[config.mk]
export PLATFORM = sky130hd
export DESIGN_NAME = fsm_seq_io
export DESIGN_NICKNAME = d
export VERILOG_FILES = /design/src/rtl/fsm_seq_pkg.sv /design/src/rtl/fsm_word_loader.sv /design/src/rtl/fsm_seq_io.sv
export SDC_FILE = /design/constraint.sdc
export NUM_CORES = 1
export LEC_CHECK = 0
export ABC_AREA = 1
export CAP_MARGIN = 20
export CORE_MARGIN = 3
export CORE_UTILIZATION = 45
export CTS_BUF_LIST = sky130_fd_sc_hd__clkbuf_8
export CTS_CLUSTER_SIZE = 25
export DETAILED_ROUTE_END_ITERATION = 8
export PLACE_DENSITY_LB_ADDON = 0.08
export SLEW_MARGIN = 20
export SYNTH_ARGS = -nofsm -noshare
export SYNTH_HDL_FRONTEND = slang
export SYNTH_SLANG_ARGS = --single-unit
[constraint.sdc]
create_clock -name clk -period 2.51 [get_ports clk]
set_input_delay 0.251 -clock clk [delete_from_list [all_inputs] [get_ports clk]]
set_output_delay 0.251 -clock clk [all_outputs]
set_load 0.03 [all_outputs]
[src/rtl/fsm_seq_pkg.sv]
// Shared state encoding, status codes and operand helpers for the iterative
// compute sequencer.
package fsm_seq_pkg;

  typedef enum logic [2:0] {
    IDLE  = 3'd0,
    LOAD  = 3'd1,
    CHECK = 3'd2,
    START = 3'd3,
    WAIT  = 3'd4,
    DONE  = 3'd5
  } state_t;

  localparam logic [1:0] ERR_OK   = 2'b00;
  localparam logic [1:0] ERR_CORE = 2'b01;
  localparam logic [1:0] ERR_TMO  = 2'b10;
  localparam logic [1:0] ERR_ZERO = 2'b11;

  localparam int unsigned MAX_OP_W = 64;

  // Operand of width w is zero when every bit below the sign is clear (+0/-0).
  function automatic logic is_zero(input logic [MAX_OP_W-1:0] op, input int unsigned w);
    logic nz;
    nz = 1'b0;
    for (int unsigned i = 0; i < MAX_OP_W; i++)
      if (i + 1 < w) nz = nz | op[i];
    return !nz;
  endfunction

endpackage

[src/rtl/fsm_word_loader.sv]
// Assembles N_OPS operands from narrow input words, MS word first, and
// accepts result feedback into operand 0.
module fsm_word_loader
  import fsm_seq_pkg::*;
#(
  parameter int unsigned DIN_W = 16,
  parameter int unsigned OP_W  = 32,
  parameter int unsigned N_OPS = 2
) (
  input  logic                  clk,
  input  logic                  reset,
  input  logic                  clear,
  input  logic                  enable,
  input  logic                  R_I,
  input  logic [DIN_W-1:0]      dataIn,
  input  logic                  fb_we,
  input  logic [OP_W-1:0]       fb_data,
  output logic [N_OPS*OP_W-1:0] ops,
  output logic                  first,
  output logic                  last
);

  localparam int unsigned WPO   = OP_W / DIN_W;
  localparam int unsigned WI_W  = (WPO > 1) ? $clog2(WPO) : 1;
  localparam int unsigned OPI_W = (N_OPS > 1) ? $clog2(N_OPS) : 1;

  logic [WI_W-1:0]  wi;
  logic [OPI_W-1:0] opi;
  logic             accept;
  logic             wi_end;

  assign accept = enable & R_I;
  assign wi_end = (wi == WI_W'(WPO - 1));
  assign first  = accept && (wi == '0) && (opi == '0);
  assign last   = accept && wi_end && (opi == OPI_W'(N_OPS - 1));

  always_ff @(posedge clk) begin
    if (reset) begin
      wi  <= '0;
      opi <= '0;
      ops <= '0;
    end else begin
      if (clear) begin
        wi  <= '0;
        opi <= '0;
      end else if (accept) begin
        // Word index wi lands in slot WPO-1-wi so the first word is the MS one.
        for (int unsigned o = 0; o < N_OPS; o++)
          for (int unsigned w = 0; w < WPO; w++)
            if (opi == OPI_W'(o) && wi == WI_W'(WPO - 1 - w))
              ops[o*OP_W + w*DIN_W +: DIN_W] <= dataIn;
        if (wi_end) begin
          wi  <= '0;
          opi <= last ? '0 : opi + 1'b1;
        end else begin
          wi <= wi + 1'b1;
        end
      end
      if (fb_we) ops[OP_W-1:0] <= fb_data;
    end
  end

endmodule

[src/rtl/fsm_seq_io.sv]
// Operand front-end and iteration sequencer driving an external compute core
// through a start/done pulse handshake, with per-iteration status and timeout.
module fsm_seq_io
  import fsm_seq_pkg::*;
#(
  parameter int unsigned       DIN_W     = 16,
  parameter int unsigned       OP_W      = 32,
  parameter int unsigned       N_OPS     = 2,
  parameter logic [N_OPS-1:0]  ZERO_MASK = 2'b01,
  parameter int unsigned       CNT_W     = 16,
  parameter int unsigned       TIMEOUT   = 1024
) (
  input  logic                  clk,
  input  logic                  reset,
  input  logic [DIN_W-1:0]      dataIn,
  input  logic                  R_I,
  input  logic [CNT_W-1:0]      iter,
  output logic [N_OPS*OP_W-1:0] ops,
  output logic                  core_ri,
  input  logic                  core_ro,
  input  logic                  core_err,
  input  logic [OP_W-1:0]       core_res,
  output logic                  r_o,
  output logic [1:0]            err,
  output logic [OP_W-1:0]       dataOut,
  output logic [2:0]            state_out
);

  localparam int unsigned TMO_W = (TIMEOUT > 0) ? $clog2(TIMEOUT + 1) : 1;

  state_t           state, state_d;
  logic [CNT_W-1:0] itc, itc_d;
  logic [TMO_W-1:0] tmo, tmo_d;
  logic [OP_W-1:0]  dout_d;
  logic [1:0]       err_d;
  logic             clear, fb_we, first, last, zero_hit;

  fsm_word_loader #(
    .DIN_W (DIN_W),
    .OP_W  (OP_W),
    .N_OPS (N_OPS)
  ) u_loader (
    .clk     (clk),
    .reset   (reset),
    .clear   (clear),
    .enable  (state == LOAD),
    .R_I     (R_I),
    .dataIn  (dataIn),
    .fb_we   (fb_we),
    .fb_data (core_res),
    .ops     (ops),
    .first   (first),
    .last    (last)
  );

  always_comb begin
    zero_hit = 1'b0;
    for (int unsigned o = 0; o < N_OPS; o++)
      if (ZERO_MASK[o] && is_zero(MAX_OP_W'(ops[o*OP_W +: OP_W]), OP_W))
        zero_hit = 1'b1;
  end

  always_comb begin
    state_d = state;
    itc_d   = itc;
    tmo_d   = tmo;
    dout_d  = dataOut;
    err_d   = err;
    clear   = 1'b0;
    fb_we   = 1'b0;
    core_ri = 1'b0;
    r_o     = 1'b0;
    case (state)
      IDLE: begin
        clear   = 1'b1;
        itc_d   = '0;
        state_d = LOAD;
      end
      LOAD: begin
        if (first) begin
          err_d  = ERR_OK;
          dout_d = '0;
        end
        if (last) begin
          itc_d   = iter;
          state_d = CHECK;
        end
      end
      CHECK: begin
        if (zero_hit) begin
          err_d   = ERR_ZERO;
          dout_d  = '0;
          state_d = DONE;
        end else if (itc == '0) begin
          dout_d  = ops[OP_W-1:0];
          err_d   = ERR_OK;
          state_d = DONE;
        end else begin
          state_d = START;
        end
      end
      START: begin
        core_ri = 1'b1;
        tmo_d   = '0;
        state_d = WAIT;
      end
      WAIT: begin
        if (core_ro) begin
          if (core_err) begin
            err_d  = ERR_CORE;
            dout_d = '0;
          end else begin
            dout_d = core_res;
            fb_we  = 1'b1;
            itc_d  = itc - 1'b1;
          end
          state_d = DONE;
        end else begin
          tmo_d = tmo + 1'b1;
          if (TIMEOUT != 0 && tmo_d == TMO_W'(TIMEOUT)) begin
            err_d   = ERR_TMO;
            dout_d  = '0;
            state_d = DONE;
          end
        end
      end
      DONE: begin
        r_o     = 1'b1;
        state_d = (err == ERR_OK && itc != '0) ? START : IDLE;
      end
      default: state_d = IDLE;
    endcase
  end

  always_ff @(posedge clk) begin
    if (reset) begin
      state   <= IDLE;
      itc     <= '0;
      tmo     <= '0;
      dataOut <= '0;
      err     <= ERR_OK;
    end else begin
      state   <= state_d;
      itc     <= itc_d;
      tmo     <= tmo_d;
      dataOut <= dout_d;
      err     <= err_d;
    end
  end

  assign state_out = state;

endmodule

### After elaboration in Yosys (flattened, before gate mapping)

Index checks and enable logic that the tools add are counted.

* reduce and logical (&&, ||, !) cells: 30
* muxes and demuxes: 40
* bitwise logic cells: 34
* add/sub/neg operators: 4
* equality and inequality tests: 15

Operators with widths (count)
* $mux W32: 9
* $pmux W32 S3: 1
* $mux W16: 5
* $pmux W16 S3: 1
* $or A1 B1 Y1: 30
* $pmux W11 S2: 1
* $pmux W3 S6: 1
* $logic_not A16 Y1: 1
* $reduce_bool A16 Y1: 1
* $sub A16 B1 Y16 const B: 1
* $mux W3: 5
* $mux W2: 7
* $reduce_and A3 Y1: 4
* $add A11 B1 Y11 const B: 1
* $eq A11 B11 Y1 const B: 1
* $mux W11: 1
* $ne A2 B2 Y1 const B: 5
* $logic_and A1 B1 Y1: 9
* $ne A3 B3 Y1 const B: 3
* $mux W1: 8
* $reduce_and A4 Y1: 2
* $reduce_bool A2 Y1: 4
* $eq A3 B2 Y1 const B: 2
* $eq A3 B3 Y1 const B: 2
* other kinds (12): 18

* output and inout bits: 103
* bits of input ports: 69
* logic and storage cells: 134
* bits in registers: 130

### Depth between registers and ports, before layout

Gate-level depths: netlist (run 1).

* depth after elaboration: 32
* depth in mapped cells: 14
* depth with buffers taken out: 14

### By module

A second synthesis (run 1) with hierarchy kept.

* cells, all modules: 956
* area total of the unflattened synthesis: 6734.0 um2

By module, submodules not included
* fsm_seq_io: cells each 569, area an instance 3968.8 um2, instances 1, seq. area each 1281.2 um2
* fsm_word_loader: cells each 387, area an instance 2765.2 um2, instances 1, seq. area each 1321.3 um2

### Worst setup path before layout (run 1)

Ideal clock, no wire load.

* kind: register to register
* from: register state[0], in the netlist state_out[0]
* to: register state[0], in the netlist state_out[0]
* period minus slack after synthesis: 2.009 ns
* library setup time: 0.070 ns
* data arrival time: 1.939 ns
* cell stages (with the launch flop): 7
* data required time: 2.440 ns
* buffers on the path: 0
* setup slack: 0.501 ns
* path through: dfxtp_1 -> inv_2 -> nor3_1 -> nand4_1 -> nand4_1 -> nand3_1 -> a21oi_1

* word-level cells in the longest chain between the ends: 6
* elaborated cells on any way between the ends: 13
* those cells by class: eq/ne (7); mux (1); bitwise (1); reduce/logical (4)

RTL lines
* start: declaration: RTL line fsm_seq_io.sv:31 `state_t state, state_d;`
* start signal: assignment: RTL line fsm_seq_io.sv:143 `state <= state_d;`
* $eq A3 B1 Y1: RTL line fsm_seq_io.sv:46, fsm_seq_io.sv:73
* $and A1 B1 Y1: RTL line fsm_word_loader.sv:32 `assign accept = enable & R_I;`
* $logic_and A1 B1 Y1 (2 in a row): RTL line fsm_word_loader.sv:35 `assign last = accept && wi_end && (opi == OPI_W'(N_OPS - 1));`
* $ne A2 B2 Y1 (no line)
* $reduce_and A2 Y1 (no line)

Several ways; a longest one is shown, not always the timed one.
A chain may end at the register's enable or synchronous reset.

### Worst setup path in the final report (run 1)

* from: register state[0], in the netlist state_out[0]
* to: output port r_o

* word-level cells in the longest chain between the ends: 2

RTL lines
* $eq A3 B3 Y1: RTL line fsm_seq_io.sv:73 `case (state)`
* $mux W1: RTL line fsm_seq_io.sv:73
* end: declaration: RTL line fsm_seq_io.sv:23 `output logic r_o,`

Every way passes these cells.

==> metrics.cfg, run 1 <==
[die]
num_io_pins=172
die_x_um=127
initial_core_util=0.466
core_sq_um=14100
die_h_um=127
die_area_sq_um=16100
rows=43

[sta]
skew_ns=0.0192
setup_tns_ns=0
setup_viol_count_final=0
rsz0062_at_grt=no
slew_headroom=0.397
fin_crit_sh=0.911
fmax_mhz=437
hold_viol_final=0
tightest_slew_ns=0.904
slew_viol_final=0
layout_min_cycle_time_ns=2.29

[route]
routed_via_density=5.19
drt_iter0_drc=546
post_drt_wl_per_cell_um=15.7
ant_nets=0
routed_wl_um=19800
first_pass_iters=7
num_vias=6552
drc=0

[place]
hpwl_um=14300
port_buffers=171
place.gp.congestion=0.826
place_inst=1230

[synthesis]
postSynthAreaPerCell_sq_um=7.22
synth_top_area_frac=0.396
synth_edf_count=0
ys.flop_type=dfxtp_1
yosys-top-cells-count=nand2_1, dfxtp_1, inv_1
synth.net_count=981
ys_seq_elements=130
ys_async_sr_fraction=0
synthMostInstantiatedCell=nand2_1
ys_types=44
yosysWarningCount=0
ys_seq_area_frac=0.396
synth_area_leaders=dfxtp_1, nand2_1, a21oi_1
synth.cell_area_sq_um=6570
yosys.area.top_type=dfxtp_1
synthCells=910

[worst_setup_path]
slowest_delay_ns=0.74
startpoint_type=flop
endpoint_kind=output pin
worstPathMaxFanout=5
crit_type=reg -> out
crit_buf_inv=2
worstPathArrival_ns=2.04
path_cells=inv_2 > nor3_1 > clkdlybuf4s50_1
crit_path_top_delay_cell=clkdlybuf4s50_1
required_ns=2.26
r2r_start=tmo[0]$_SDFFE_PP0P_
r2r-end=dataOut[19]$_SDFFE_PP0P_
reg2reg_slack_ns=0.31
r2r_cells=11
critPathTopFamily=buffers and inverters
crit_start=state_out[0]$_SDFFE_PP0P_

[hold_path]
hold_start=reset
hold_path_end=err[0]$_SDFFE_PP0P_
hp-class=in -> reg
whs_path_depth=4

[clock_tree]
clkTransAtPathRegs_ns=0.07
clock-sinks=130
cts_tree=done
hold_buffers=0
root_buffer=clkbuf_8
cts_setup_buffers=0
clock_path_buffers=2
clk_latency_ns=0.47
numCtsBuffers=17
ctsResizeCount=0
htree_levels=4

[cells_and_area]
nNetsFinal=1140
area_growth_pct=33.7
fin_cells=1262
layout-drive-gt1-share=0.130
antenna_cells=0

[global_routing]
grt_usage=0.247
grt_pass1_wl_um=31600
grt_max_degree=68
antenna_found_initial=0
grt_overflow=0
grt_pass1_vias=6175

[job]
maxCapViolCount=0

[status]
status=completed

[pwr]
power.total_mw=7.30
ir_drop_mv=0.453
p_per_area_nw_per_um2=831
p_leak_nw=3.22

==> cells by family after synthesis <==
group                      count (synthesis)  share of synthesized area
AOI/OAI and AO/OA                        277                      0.240
buffers and inverters                    176                      0.115
and+or+nand+nor                          323                      0.242
DFF                                      130                      0.396
adders and majority gates                  2                    0.00381
xor gates and xnor gates                   2                    0.00267
==> where the power goes <==
| group | internal [mW] | switching [mW] |
|---|---|---|
| sequential | 2.29 | 0.207 |
| combinational | 1.04 | 1.99 |
| clock | 0.848 | 0.919 |
| total | 4.18 | 3.12 |
==> cell usage in the layout (no fill, tap or decap), drive strengths merged <==
cell type / n
nand2: 183
clkdlybuf4s50: 170
dfxtp: 130
a21oi: 130
inv: 128
o21ai: 102
nor2: 62
nand3: 56
o22ai: 28
buf: 20
clkbuf: 19
nand4: 10
clkinv: 6
a31oi: 5
nand3b: 4
a211oi: 4
clkinvlp: 4
or2: 3
nor3: 3
xor2: 2
a32oi: 2
ha: 2
o21bai: 1
o21a: 1
nor3b: 1
a31o: 1
nor4: 1
a21o: 1
a221oi: 1
o31ai: 1
bufinv: 1
==> layout make-up <==
| type | count | area (sq um) |
|---|---|---|
| Multi-Input combinational cell | 604 | 3210 |
| Inverter | 126 | 478 |
| Timing Repair Buffer | 190 | 1870 |
| Tap cell | 180 | 225 |
| Sequential cell | 130 | 2600 |
| Fill cell | 1338 | 5320 |
| Clock buffer | 19 | 262 |
| Clock inverter | 13 | 126 |
==> worst max path at each step <==
stage / endpoint / slack (ns) / cells past startpoint
6_report: r_o / 0.22 / 3
3_5_place_dp: u_loader.ops[24]$_SDFFE_PP0P_ / 0.12 / 8
4_1_cts: r_o / 0.20 / 3
2_1_floorplan: state_out[0]$_SDFFE_PP0P_ / 0.50 / 6
3_3_place_gp: u_loader.ops[25]$_SDFFE_PP0P_ / 0.26 / 8
5_1_grt: u_loader.ops[24]$_SDFFE_PP0P_ / 0.07 / 8
==> per-layer routing <==
layer	vias to the layer above	GRT usage	routed length [um]
met5	-	0	0
met3	26	0.0779	1710
li1	3322	-	-
met2	218	0.388	9040
met4	0	0.0871	369
met1	2986	0.321	8670
==> worst register-to-register path: stages (launching register included) <==
cell,delay (ns)
dfxtp_1,0.43
ha_1,0.26
nand3_2,0.13
nor2_2,0.16
nand3b_1,0.10
nand2_1,0.10
nand3_2,0.10
o21bai_4,0.21
nand2_2,0.20
buf_12,0.22
nand2_1,0.09
a21oi_2,0.05
==> metrics by stage <==
step           area [sq um]  hold WS (ns)  utilization  setup slack (ns)
2_1_floorplan          6570         0.386            -             0.501
4_1_cts                8780         0.291        0.623             0.204
3_5_place_dp           8390         0.437        0.595             0.123
6_report               8780         0.310        0.623             0.223
3_3_place_gp           8390         0.430        0.595             0.259
5_1_grt                8780         0.365        0.623            0.0656
==> registers in the layout, summed over array words and instances, names as in the netlist <==
name / count
err: 2
u_loader.wi: 1
itc: 16
u_loader.opi: 1
state_out: 3
dataOut: 32
u_loader.ops: 64
tmo: 11
(Power assumes the default switching activity.)
==> inputs of run 2 (changes only) <==
--- a/config.mk
+++ b/config.mk
@@ -7,12 +7,12 @@
 export LEC_CHECK = 0
 export ABC_AREA = 1
 export CAP_MARGIN = 20
-export CORE_MARGIN = 3
 export CORE_UTILIZATION = 45
 export CTS_BUF_LIST = sky130_fd_sc_hd__clkbuf_8
 export CTS_CLUSTER_SIZE = 25
 export DETAILED_ROUTE_END_ITERATION = 8
 export PLACE_DENSITY_LB_ADDON = 0.08
+export SETUP_SLACK_MARGIN = 0.02
 export SLEW_MARGIN = 20
 export SYNTH_ARGS = -nofsm -noshare
 export SYNTH_HDL_FRONTEND = slang
==> metrics.cfg, run 2 (synthesis results as in run 1) <==
[sta]
hold_viol_final=0
slew_viol_final=0
tightest_slew_ns=0.938
fmax_mhz=433
rsz0062_at_grt=no
slew_headroom=0.375
setup_tns_ns=0
layout_min_cycle_time_ns=2.31
skew_ns=0.0118
setup_viol_count_final=0
fin_crit_sh=0.921

[status]
status=completed

[clock_tree]
clock-sinks=130
htree_levels=4
ctsResizeCount=0
clock_path_buffers=2
clk_latency_ns=0.46
cts_tree=done
root_buffer=clkbuf_8
clkTransAtPathRegs_ns=0.09
numCtsBuffers=17
cts_setup_buffers=0
hold_buffers=0

[worst_setup_path]
reg2reg_slack_ns=0.31
worstPathMaxFanout=5
endpoint_kind=output pin
r2r_start=tmo[0]$_SDFFE_PP0P_
worstPathArrival_ns=2.06
crit_path_top_delay_cell=clkdlybuf4s50_1
startpoint_type=flop
required_ns=2.26
crit_type=reg -> out
r2r-end=dataOut[26]$_SDFFE_PP0P_
crit_start=state_out[0]$_SDFFE_PP0P_
slowest_delay_ns=0.73
r2r_cells=11
path_cells=inv_2 > nor3_1 > clkdlybuf4s50_1

[hold_path]
hold_start=iter[0]
whs_path_depth=3
hold_path_end=itc[0]$_SDFFE_PP0P_
hp-class=in -> reg

[route]
drc=0
drt_iter0_drc=452
top_layer=met4
num_vias=6529
routed_via_density=5.19
wl_met2_um=9040
routed_wl_um=19600
ant_nets=0
first_pass_iters=5
routed-wl-met3_um=1250
wl_met1_um=9080
post_drt_wl_per_cell_um=15.6

[global_routing]
grt_pass1_vias=6009
grt_pass1_wl_um=31000
antenna_found_initial=0
grt_usage=0.270
grt_max_degree=68
grt_overflow=0

[die]
rows=43
die_area_sq_um=15100
die_h_um=123
num_io_pins=172
die_x_um=123
core_sq_um=14000
initial_core_util=0.468

[cells_and_area]
area_growth_pct=32.9
antenna_cells=0
largest-register=u_loader.ops
nNetsFinal=1136
fin_cells=1258
final_cell_mix=nand2_1, clkdlybuf4s50_1, dfxtp_1
largest_reg_flops=64
layout_commonest_cell=nand2_1
reg.largest.list=u_loader.ops (64), dataOut (32), itc (16)
layout-drive-gt1-share=0.127

[place]
port_buffers=171
place.gp.congestion=0.812
place_inst=1226
hpwl_um=13800

[pwr]
p_leak_nw=3.19
ir_drop_mv=0.458
p_per_area_nw_per_um2=825

[job]
maxCapViolCount=0

[run 2: changes by cell type in the layout (fill, tap and decap cells not counted)]
cell	before	now
clkinv_2	1	4
buf_4	17	12
clkbuf_8	19	18
bufinv_16	1	0
buf_12	2	3
inv_6	4	5
clkinv_4	4	2
[run 2: cell type report]
| type | count | area [sq um] |
|---|---|---|
| fillers | 1330 | 5320 |
| multi-input cells | 604 | 3210 |
| flip-flops and latches | 130 | 2600 |
| repair buffers | 186 | 1860 |
| inverters | 126 | 478 |
| clock buffers | 18 | 248 |
| well taps | 180 | 225 |
| clock inverters | 14 | 103 |
[run 2: worst max-delay path by stage]
stage,endpoint,slack [ns],cells after the start
floorplan,state_out[0]$_SDFFE_PP0P_,0.50,6
global placement,dataOut[7]$_SDFFE_PP0P_,0.37,11
detailed placement,dataOut[24]$_SDFFE_PP0P_,0.32,11
CTS,r_o,0.20,3
global route,dataOut[18]$_SDFFE_PP0P_,0.10,14
finish,r_o,0.20,3
[run 2: power breakdown]
part	internal (mW)	switching, mW	total, mW
Clock	0.716	0.929	1.65
Combinational	1.05	2.00	3.06
Sequential	2.29	0.211	2.50
[run 2: through the flow]
step	total power, mW	utilization	setup slack (ns)	instance area, sq um	hold WS [ns]
finish	7.20	0.621	0.199	8730	0.366
global route	7.66	0.621	0.104	8730	0.377
CTS	7.21	0.621	0.199	8730	0.354
global placement	5.57	0.596	0.368	8380	0.431
detailed placement	5.58	0.596	0.324	8380	0.436
floorplan	4.64	-	0.501	6570	0.386
[run 2: layer usage]
layer  vias up  track usage
met3        17       0.0743
met2       184        0.436
met1      3019        0.360
li1       3309            -
met5         -            0
met4         0       0.0541
[run 2: critical path: cells and delay by family (launching register included)]
kind / cells / cell delay (ns)
buf+inv: 2 / 0.85
flops: 1 / 0.44
simple gates: 1 / 0.32
==> inputs of run 3 (changes only) <==
--- a/config.mk
+++ b/config.mk
@@ -7,8 +7,9 @@
 export LEC_CHECK = 0
 export ABC_AREA = 1
 export CAP_MARGIN = 20
-export CORE_UTILIZATION = 45
-export CTS_BUF_LIST = sky130_fd_sc_hd__clkbuf_8
+export CELL_PAD_IN_SITES_DETAIL_PLACEMENT = 0
+export CELL_PAD_IN_SITES_GLOBAL_PLACEMENT = 2
+export CORE_UTILIZATION = 27
 export CTS_CLUSTER_SIZE = 25
 export DETAILED_ROUTE_END_ITERATION = 8
 export PLACE_DENSITY_LB_ADDON = 0.08
==> metrics.cfg, run 3 (synthesis results as in run 1) <==
[cells_and_area]
layout_commonest_cell=nand2_1
reg.largest.list=u_loader.ops (64), dataOut (32), itc (16)
fin_cells=1408
final_util=0.390
final_area_sq_um=9240
layout-drive-gt1-share=0.137
final_cell_mix=nand2_1, clkdlybuf4s50_1, dfxtp_1
largest_reg_flops=64
nNetsFinal=1147
largest-register=u_loader.ops
area_growth_pct=40.7
antenna_cells=0
num-fill-cells=2513

[sta]
slew_viol_final=0
layout_min_cycle_time_ns=2.32
hold_viol_final=0
setup_slack_ns=0.194
tightest_slew_ns=0.527
skew_ns=0.0188
fmax_mhz=432
setup_viol_count_final=0
slew_headroom=0.649
holdWs_ns=0.201
fin_crit_sh=0.923
rsz0062_at_grt=no
setup_tns_ns=0

[route]
drt_iter0_drc=371
num_vias=6442
drc=0
routed_wl_um=23800
first_pass_iters=4
ant_nets=0
post_drt_wl_per_cell_um=16.9
routed_via_density=4.58

[clock_tree]
clk_latency_ns=0.43
cts_setup_buffers=0
numCtsBuffers=17
cts_tree=done
clock_path_buffers=2
clock-sinks=130
htree_levels=4
root_buffer=clkbuf_16
ctsResizeCount=0
hold_buffers=0
clkTransAtPathRegs_ns=0.07

[hold_path]
hold_path_end=u_loader.ops[34]$_SDFFE_PP0P_
hold_start=reset
whs_path_depth=2
hp-class=in -> reg

[pwr]
power.total_mw=8.25
p_leak_nw=3.36
p_per_area_nw_per_um2=893
ir_drop_mv=0.395

[worst_setup_path]
crit_type=reg -> out
required_ns=2.26
endpoint_kind=output pin
worstPathArrival_ns=2.07
r2r_start=itc[0]$_SDFFE_PP0P_
r2r_cells=14
r2r-end=dataOut[29]$_SDFFE_PP0P_
reg2reg_slack_ns=0.33
startpoint_type=flop
worstPathMaxFanout=5

[job]
maxCapViolCount=0

[die]
initial_core_util=0.277
num_io_pins=172
core_sq_um=23700
die_h_um=158
die_area_sq_um=25000
die_x_um=158
rows=56

[global_routing]
grt_pass1_wl_um=36400
grt_overflow=0
grt_max_degree=42
grt_usage=0.196
grt_pass1_vias=6341
antenna_found_initial=0

[place]
place.gp.congestion=0.783
post-place-ws_ns=0.261
place_inst=1376
hpwl_um=17400
port_buffers=171
post_dp_cell_area_sq_um=8630

[status]
status=completed

==> run 3: changes by cell type in the layout (fill, tap and decap cells not counted), moves of 2 or more <==
| cell | previous run | this run |
|---|---|---|
| clkbuf_16 | 0 | 17 |
| clkbuf_8 | 18 | 1 |
| buf_4 | 12 | 23 |
| clkinv_2 | 4 | 0 |
| bufinv_16 | 0 | 2 |
| clkinv_4 | 2 | 4 |
| clkinvlp_4 | 4 | 2 |
==> run 3: worst max-delay path, cell delays in order (launching register included) <==
cell and delay (ns):
dfxtp_1 0.45, inv_2 0.13, nor3_1 0.32, clkdlybuf4s50_1 0.74
==> run 3: metal layers <==
layer	wire length, um	vias up	track usage
met5	0	-	0
met4	331	0	0.0527
met3	1160	23	0.0490
met2	11000	153	0.316
met1	11300	2935	0.260
li1	-	3331	-
==> run 3: area by class of cell <==
| cell class | count | area, sq um | area share |
|---|---|---|---|
| Sequential cell | 130 | 2600 | 0.282 |
| Timing Repair Buffer | 197 | 1940 | 0.210 |
| Tap cell | 319 | 399 | 0.0432 |
| Multi-Input combinational cell | 604 | 3220 | 0.348 |
| Clock buffer | 18 | 439 | 0.0475 |
| Inverter | 126 | 478 | 0.0517 |
| Clock inverter | 14 | 165 | 0.0179 |
==> run 3: worst max-delay path by stage <==
stage	from	end	slack, ns	depth (start not counted)
after floorplan	state_out[0]$_SDFFE_PP0P_	state_out[0]$_SDFFE_PP0P_	0.50	6
final	state_out[0]$_SDFFE_PP0P_	r_o	0.19	3
after global routing	itc[0]$_SDFFE_PP0P_	dataOut[12]$_SDFFE_PP0P_	0.06	14
after detailed placement	itc[0]$_SDFFE_PP0P_	dataOut[31]$_SDFFE_PP0P_	0.26	14
after CTS	state_out[0]$_SDFFE_PP0P_	r_o	0.16	3
after global placement	core_ro	u_loader.ops[6]$_SDFFE_PP0P_	0.28	8
==> run 3: power breakdown <==
part | internal [mW] | leakage, nW | switching (mW) | total, mW
Clock | 1.52 | 0.291 | 1.08 | 2.60
Combinational | 1.06 | 2.02 | 2.09 | 3.15
Sequential | 2.29 | 1.05 | 0.211 | 2.50
